==> config.mk <==
export PLATFORM = sky130hd
export DESIGN_NAME = seg_scan
export DESIGN_NICKNAME = d
export VERILOG_FILES = /design/src/rtl/seg_scan.sv
export SDC_FILE = /design/constraint.sdc
export NUM_CORES = 1
export LEC_CHECK = 0
export ABC_CLOCK_PERIOD_IN_PS = 2400
export BUFFER_PORTS_ARGS = -buffer_cell sky130_fd_sc_hd__buf_2
export CAP_MARGIN = 10
export CORE_MARGIN = 4
export CORE_UTILIZATION = 53
export DETAILED_ROUTE_END_ITERATION = 12
export GPL_ROUTABILITY_DRIVEN = 0
export PLACE_DENSITY_LB_ADDON = 0.08
export SLEW_MARGIN = 20
export SYNTH_ARGS = -nofsm -noshare
export SYNTH_HDL_FRONTEND = slang
export SYNTH_SLANG_ARGS = --single-unit
==> constraint.sdc <==
create_clock -name clk_i -period 2.4 [get_ports clk_i]
set_input_delay 0.36 -clock clk_i [delete_from_list [all_inputs] [get_ports clk_i]]
set_output_delay 0.36 -clock clk_i [all_outputs]
set_load 0.01 [all_outputs]
==> src/rtl/seg_scan.sv <==
// rtl/seg_scan.sv - multiplexed seven-segment display scanner with per-slot blanking
module seg_scan #(
  parameter int DIGITS   = 8,
  parameter int SCAN_DIV = 50000,
  parameter int BLANK    = 500
) (
  input  logic                      clk_i,
  input  logic                      rst_ni,
  input  logic                      wr_en_i,
  input  logic [$clog2(DIGITS)-1:0] wr_idx_i,
  input  logic [6:0]                wr_seg_i,
  input  logic [DIGITS-1:0]         dig_en_i,
  output logic [6:0]                seg_o,
  output logic [DIGITS-1:0]         an_o,
  output logic [$clog2(DIGITS)-1:0] digit_o,
  output logic                      frame_o
);

  localparam int IW = $clog2(DIGITS);
  localparam int CW = $clog2(SCAN_DIV);
  localparam logic [CW-1:0] DIV_LAST = CW'(SCAN_DIV - 1);
  localparam logic [IW-1:0] DIG_LAST = IW'(DIGITS - 1);

  logic [6:0]    store [DIGITS];
  logic [CW-1:0] div_cnt;
  logic [IW-1:0] digit;
  logic [IW-1:0] digit_nxt;
  logic [6:0]    cur_pat;
  logic          slot_end;
  logic          blank_ph;
  logic          wr_ok;

  assign slot_end  = (div_cnt == DIV_LAST);
  assign digit_nxt = (digit == DIG_LAST) ? '0 : digit + 1'b1;
  // Index range check is done one bit wider so DIGITS itself is representable.
  assign wr_ok     = wr_en_i && ({1'b0, wr_idx_i} < (IW + 1)'(DIGITS));

  // With no blanking interval the slot is in SHOW phase from its first cycle.
  generate
    if (BLANK == 0) begin : g_no_blank
      assign blank_ph = 1'b0;
    end else begin : g_blank
      assign blank_ph = (div_cnt < CW'(BLANK));
    end
  endgenerate

  // Pattern store: CPU-side writes, out-of-range indices dropped.
  always_ff @(posedge clk_i or negedge rst_ni) begin
    if (!rst_ni) begin
      for (int i = 0; i < DIGITS; i++) store[i] <= 7'h7F;
    end else if (wr_ok) begin
      store[wr_idx_i] <= wr_seg_i;
    end
  end

  // Slot timer, digit pointer and slot latch; the latch takes the pre-write store value.
  always_ff @(posedge clk_i or negedge rst_ni) begin
    if (!rst_ni) begin
      div_cnt <= '0;
      digit   <= '0;
      cur_pat <= 7'h7F;
    end else if (slot_end) begin
      div_cnt <= '0;
      digit   <= digit_nxt;
      cur_pat <= store[digit_nxt];
    end else begin
      div_cnt <= div_cnt + 1'b1;
    end
  end

  // Output phases: dark while blanking or in reset, else drive the latched pattern.
  always_comb begin
    seg_o = 7'h7F;
    an_o  = '1;
    if (rst_ni && !blank_ph) begin
      seg_o = cur_pat;
      if (dig_en_i[digit]) an_o = ~(DIGITS'(1) << digit);
    end
  end

  assign digit_o = digit;
  assign frame_o = slot_end && (digit == DIG_LAST);

endmodule

# Word-level counts from Yosys, hierarchy flattened
# Cells that the tools add are included.
[op_classes]
add_sub_neg = 2
order_cmp = 5
eq_ne = 2
shifts = 1
muxes = 13
bitwise = 3
n_reduce_logical = 4
[op_table]
columns = ["operator", "n"]
rows = [
  ["$bwmux 56", 1],
  ["$mux 7", 4],
  ["$bmux 7 s3", 1],
  ["$demux 7 s3", 1],
  ["$add 16x1->16 const B", 1],
  ["$eq 16x16->1 const B", 1],
  ["$lt 16x9->1 const B", 1],
  ["$mux 16", 1],
  ["$mux 8", 2],
  ["$ge 4x4->1 const B", 2],
  ["$not 3->4", 2],
  ["$not 8->8", 1],
  ["$shl 1x3->8 const A", 1],
  ["$lt 3x4->1 const B", 1],
  ["$lt 4x1->1 const B", 1],
  ["$add 3x1->3 const B", 1],
  ["$bmux 1 s3", 1],
  ["$eq 3x3->1 const B", 1],
  ["$logic_and 1x1->1", 3],
  ["$mux 3", 1],
  ["$logic_not 1->1", 1],
  ["$mux 1", 1],
]
[totals]
ff_bits = 82
in_bits = 21
out_inout_bits = 19
elab_cells = 41

# Depth between registers and ports, before layout
[depth]
ltp_word = 6
mapped_depth = 10
mapped_depth_nobuf = 6

# Worst setup path after synthesis
# OpenSTA, ideal clock, no wires.
[synth_timing]
path_type = "register to register"
startpoint = "reg digit[0] (netlist: digit_o[0])"
endpoint = "reg cur_pat[0]"
setup_time_ns = 0.077
arrival_ns = 2.322
required_time_ns = 2.323
path_slack_ns = 0.001
stages_incl_launch_ff = 10
path_buffers = 4
period_less_slack_ns = 2.399
path_cell_list = "dfrtp_1 buf_2 buf_2 inv_1 ha_1 nor2b_1 clkbuf_1 clkbuf_1 o211ai_1 a31oi_1"
[synth_between]
elab_chain_cells = 6
elab_cells_between_ends = 7
cone_classes = "1 x add/sub; 1 x eq/ne; 4 x mux; 1 x bitwise"
[synth_rtl]
columns = ["element", "line", "rtl"]
rows = [
  ["from (decl)", "26", "logic [IW-1:0] digit;"],
  ["from (signal assigned)", "64", "digit <= digit_nxt;"],
  ["$add 3x1->3 / $eq 3x3->1 (equally long branches)", "34", "assign digit_nxt = (digit == DIG_LAST) ? '0 : digit + 1'b1;"],
  ["$mux 3 (*)", "34", ""],
  ["$not 3->4 (not written as such) (*)", "65", "cur_pat <= store[digit_nxt];"],
  ["$bmux 7 s3 (*)", "65", ""],
  ["$mux 7 (not written as such) (*) (2 in series)", "65", ""],
  ["to (signal assigned)", "65", ""],
  ["to (decl)", "28", "logic [6:0] cur_pat;"],
]
# Every way passes the cells marked *; elsewhere a longest branch is shown, timed or not. The select of a mux whose other input is x is not followed.
# A chain may end at the register's enable or synchronous reset.

# Worst setup path after layout
[layout_timing]
startpoint = "reg div_cnt[13]"
endpoint = "out an_o[7]"
[layout_between]
elab_chain_cells = 4
[layout_rtl]
columns = ["element", "line", "rtl"]
rows = [
  ["from (decl)", "25", "logic [CW-1:0] div_cnt;"],
  ["from (signal assigned)", "67", "div_cnt <= div_cnt + 1'b1;"],
  ["$lt 16x9->1", "43", "assign blank_ph = (div_cnt < CW'(BLANK));"],
  ["$logic_not 1->1", "75", "if (rst_ni && !blank_ph) begin"],
  ["$logic_and 1x1->1", "75", ""],
  ["$mux 8", "75", ""],
  ["to (decl)", "14", "output logic [DIGITS-1:0] an_o,"],
]
# Every way passes these cells.

==> out/metrics.cfg <==
[grt]
grt_pass1_wl_um=13840
antenna_found_initial=0
grt_max_degree=83
grt_usage_pct=20.21
grt_pass1_vias=2684
grt_remaining_overflow=0

[routing]
vias=2612
wl_per_cell_um=17.51
wl_met3_um=214
wl_um=8283
drtIter0Drc=110
highest_layer=met4
dr_wl_met2_um=4033
dr.pass1.iters=4
vias_per_cell=5.522
route.detailed.drc=0
antenna_left=0
drt-met1-wl_um=3872

[worst_setup_path]
critPathKind=reg2out
cp-end-kind=output pin
required_ns=2.04
critPathMaxFanout=8
start_kind=register
critical_path_arrival_ns=1.99
critPathLaunch=div_cnt[13]
crit_buf_inv=1
crit_family=simple AND/OR/NAND/NOR gates
path_cells=or4_4 > o31a_4 > nand3_1 > buf_2
slowest_stage=or4_4
r2r_start=digit_o[1]
crit_path_max_incr_delay_ns=0.59

[place]
dp_hpwl_um=5536
post-place-ws_ns=0.3014
port_buffers=39
placed_cells=454

[power]
power_mw=3.436
max-vdd-ir-drop_mv=0.4167
leakage_nw=1.823
power.density_nw_per_um2=729.9

[clocking]
tritoncts=done
cts_buffers=9
cts_root_buf=clkbuf_8
clock-sinks=82
clock_path_buffers=2
clock_latency_ns=0.37
cts_max_level=3
clk_pin_slew_ns=0.09

[synth]
async_flop_share_pct=100.0
synth_top_area_share_pct=40.57
synth-edff-count=0
synth-seq-cells=82
synth_top_cells_by_area=dfstp_2, mux2_2, dfrtp_1, mux2i_1, ha_1
synth_fp_nets=354
synth_ff_type=dfstp_2
synth.distinct_cells=41
avgSynthCellArea_um2=12.52
syn_area_um2=4080
syn_inst=326
synth-simple-area-share_pct=11.41
synth_fa_ha_area_share_pct=2.147
synth_compound_area_share_pct=5.060
yosysSeqAreaShare_pct=52.22
yosys_warnings=0
synthMuxAreaShare_pct=24.10
synth_top_family_by_area=multiplexers
synth_top_cell_by_area=dfstp_2
synthXorXnorAreaFrac_pct=2.791

[timing]
tns_ns=0
tightest_slew_ns=0.6983
finalSetupViolations=0
max_slew_margin_pct=53.19
hold_viol_final=1
fin_worst_skew_ns=0.01694
hold_ws_ns=-0.009599
drv_slew=0
max_freq_mhz=425.9
finalCritPeriodShare_pct=97.83
period_needed_ns=2.348
worst_slack_ns=0.05197
rsz0062_at_grt=yes

[floorplanning]
core.rowCount=31
die-area_um2=9166
die_w_um=95.74
start_util_pct=55.37
pin_count=40
fp.coreArea_um2=7370
die_h_um=95.74

[cells_and_area]
area.growth.synth_to_final_pct=15.39
drive_gt1_share_pct=57.49
layoutNonFillerInstCount=473
num-nets-final=398
num_antenna_cells=0

[run]
max_cap_violations=0

[status]
status=complete, but fails checks
violations=hold timing

[hold_path]
hp-class=in2async

[layer usage]
layer	up-vias	GRT usage, %
met3	10	4.144
met2	35	32.37
li1	1260	-
met4	0	7.464
met1	1307	27.21
met5	-	0
[final cells by class]
cell class	count	area, um^2
Fill cell	603	2661
Sequential cell	82	2135
Multi-Input combinational cell	225	1918
Timing Repair Buffer	48	285.3
Clock buffer	10	127.6
Tap cell	99	123.9
Clock inverter	5	103.9
Inverter	4	15.01
[cell usage after synthesis (2+ instances only)]
cell      number
o21ai_1        2
xnor2_1        4
nor2_1        20
nand4b_1       3
nand4_1        6
ha_1           7
mux4_2         2
and2_1         3
o211ai_1       7
xor2_1         9
o21ai_0        8
dfrtp_1       19
nor3_2         2
mux2i_1       15
clkbuf_1       9
a31oi_1        7
dfstp_2       63
nor4_1         2
a21oi_1        7
mux2_2        69
nor2b_1        2
buf_2          5
nand3_1       11
nand2b_1       8
nand2_1       15
inv_1          4
or3_1          2
nor3b_2        2
[path summary, 6_finish.rpt]
kind	to	slack, ns	depth (start not counted)
worst max register to register	cur_pat[2]	0.33	7
worst min register to register	div_cnt[0]	0.50	1
max in group asynchronous	store[7]	1.76	3
worst min-delay path	div_cnt[12]	-0.01	2
worst max-delay path	an_o[7]	0.05	4
min in group clk_i	store[23]	0.33	2
[flip-flops by register name (all words and copies together) (netlist names)]
| name | cells |
|---|---|
| cur_pat | 7 |
| digit_o | 3 |
| store | 56 |
| div_cnt | 16 |
[layout by cell type (no fill, tap or decap), drive strengths merged, types with 2 or more instances in the layout]
cell type	synthesis	routed
mux2i	15	15
nor4	2	2
o211ai	7	7
clkbuf	9	10
nor2b	2	2
nand2	15	15
ha	7	7
or4	2	2
xor2	9	9
inv	4	5
buf	7	48
nand4	7	7
a31oi	7	7
nor3b	2	2
or3	2	2
bufinv	0	3
dfstp	63	63
mux4	2	2
a21oi	8	8
nand2b	8	8
mux2	70	70
o31a	1	2
and2	3	3
xnor2	4	4
nor2	20	20
nand3	11	11
nand4b	3	3
nor3	2	2
dfrtp	19	19
o21ai	10	10
[stage by stage]
stage	cell area (um^2)	util, %
after global placement	4375	59.37
final	4708	63.89
after CTS	4638	62.94
after floorplan	4080	-
after global routing	4708	63.89
after detailed placement	4375	59.37
[logic make-up after synthesis]
group / count (synthesis)
buf+inv: 20
simple gates: 83
flops: 82
compound gates: 34
xor+xnor: 13
fa+ha+maj: 7
mux: 87
[report_power, final]
group	internal [mW]	total, mW	switching, mW
Combinational	0.249	0.418	0.170
Clock	0.686	1.18	0.497
Sequential	1.74	1.83	0.0964
Total	2.67	3.44	0.763
[timing repair]
item | CTS | global route
hold buffers | 0 | 0
endpoints found under the setup margin | 16 | 11
pin swaps | 1 | 3
cloned | 1 | 0
gates resized for setup | 4 | 8
buffers inserted | 0 | 2
Note: power is estimated with default switching activity, not from simulation.
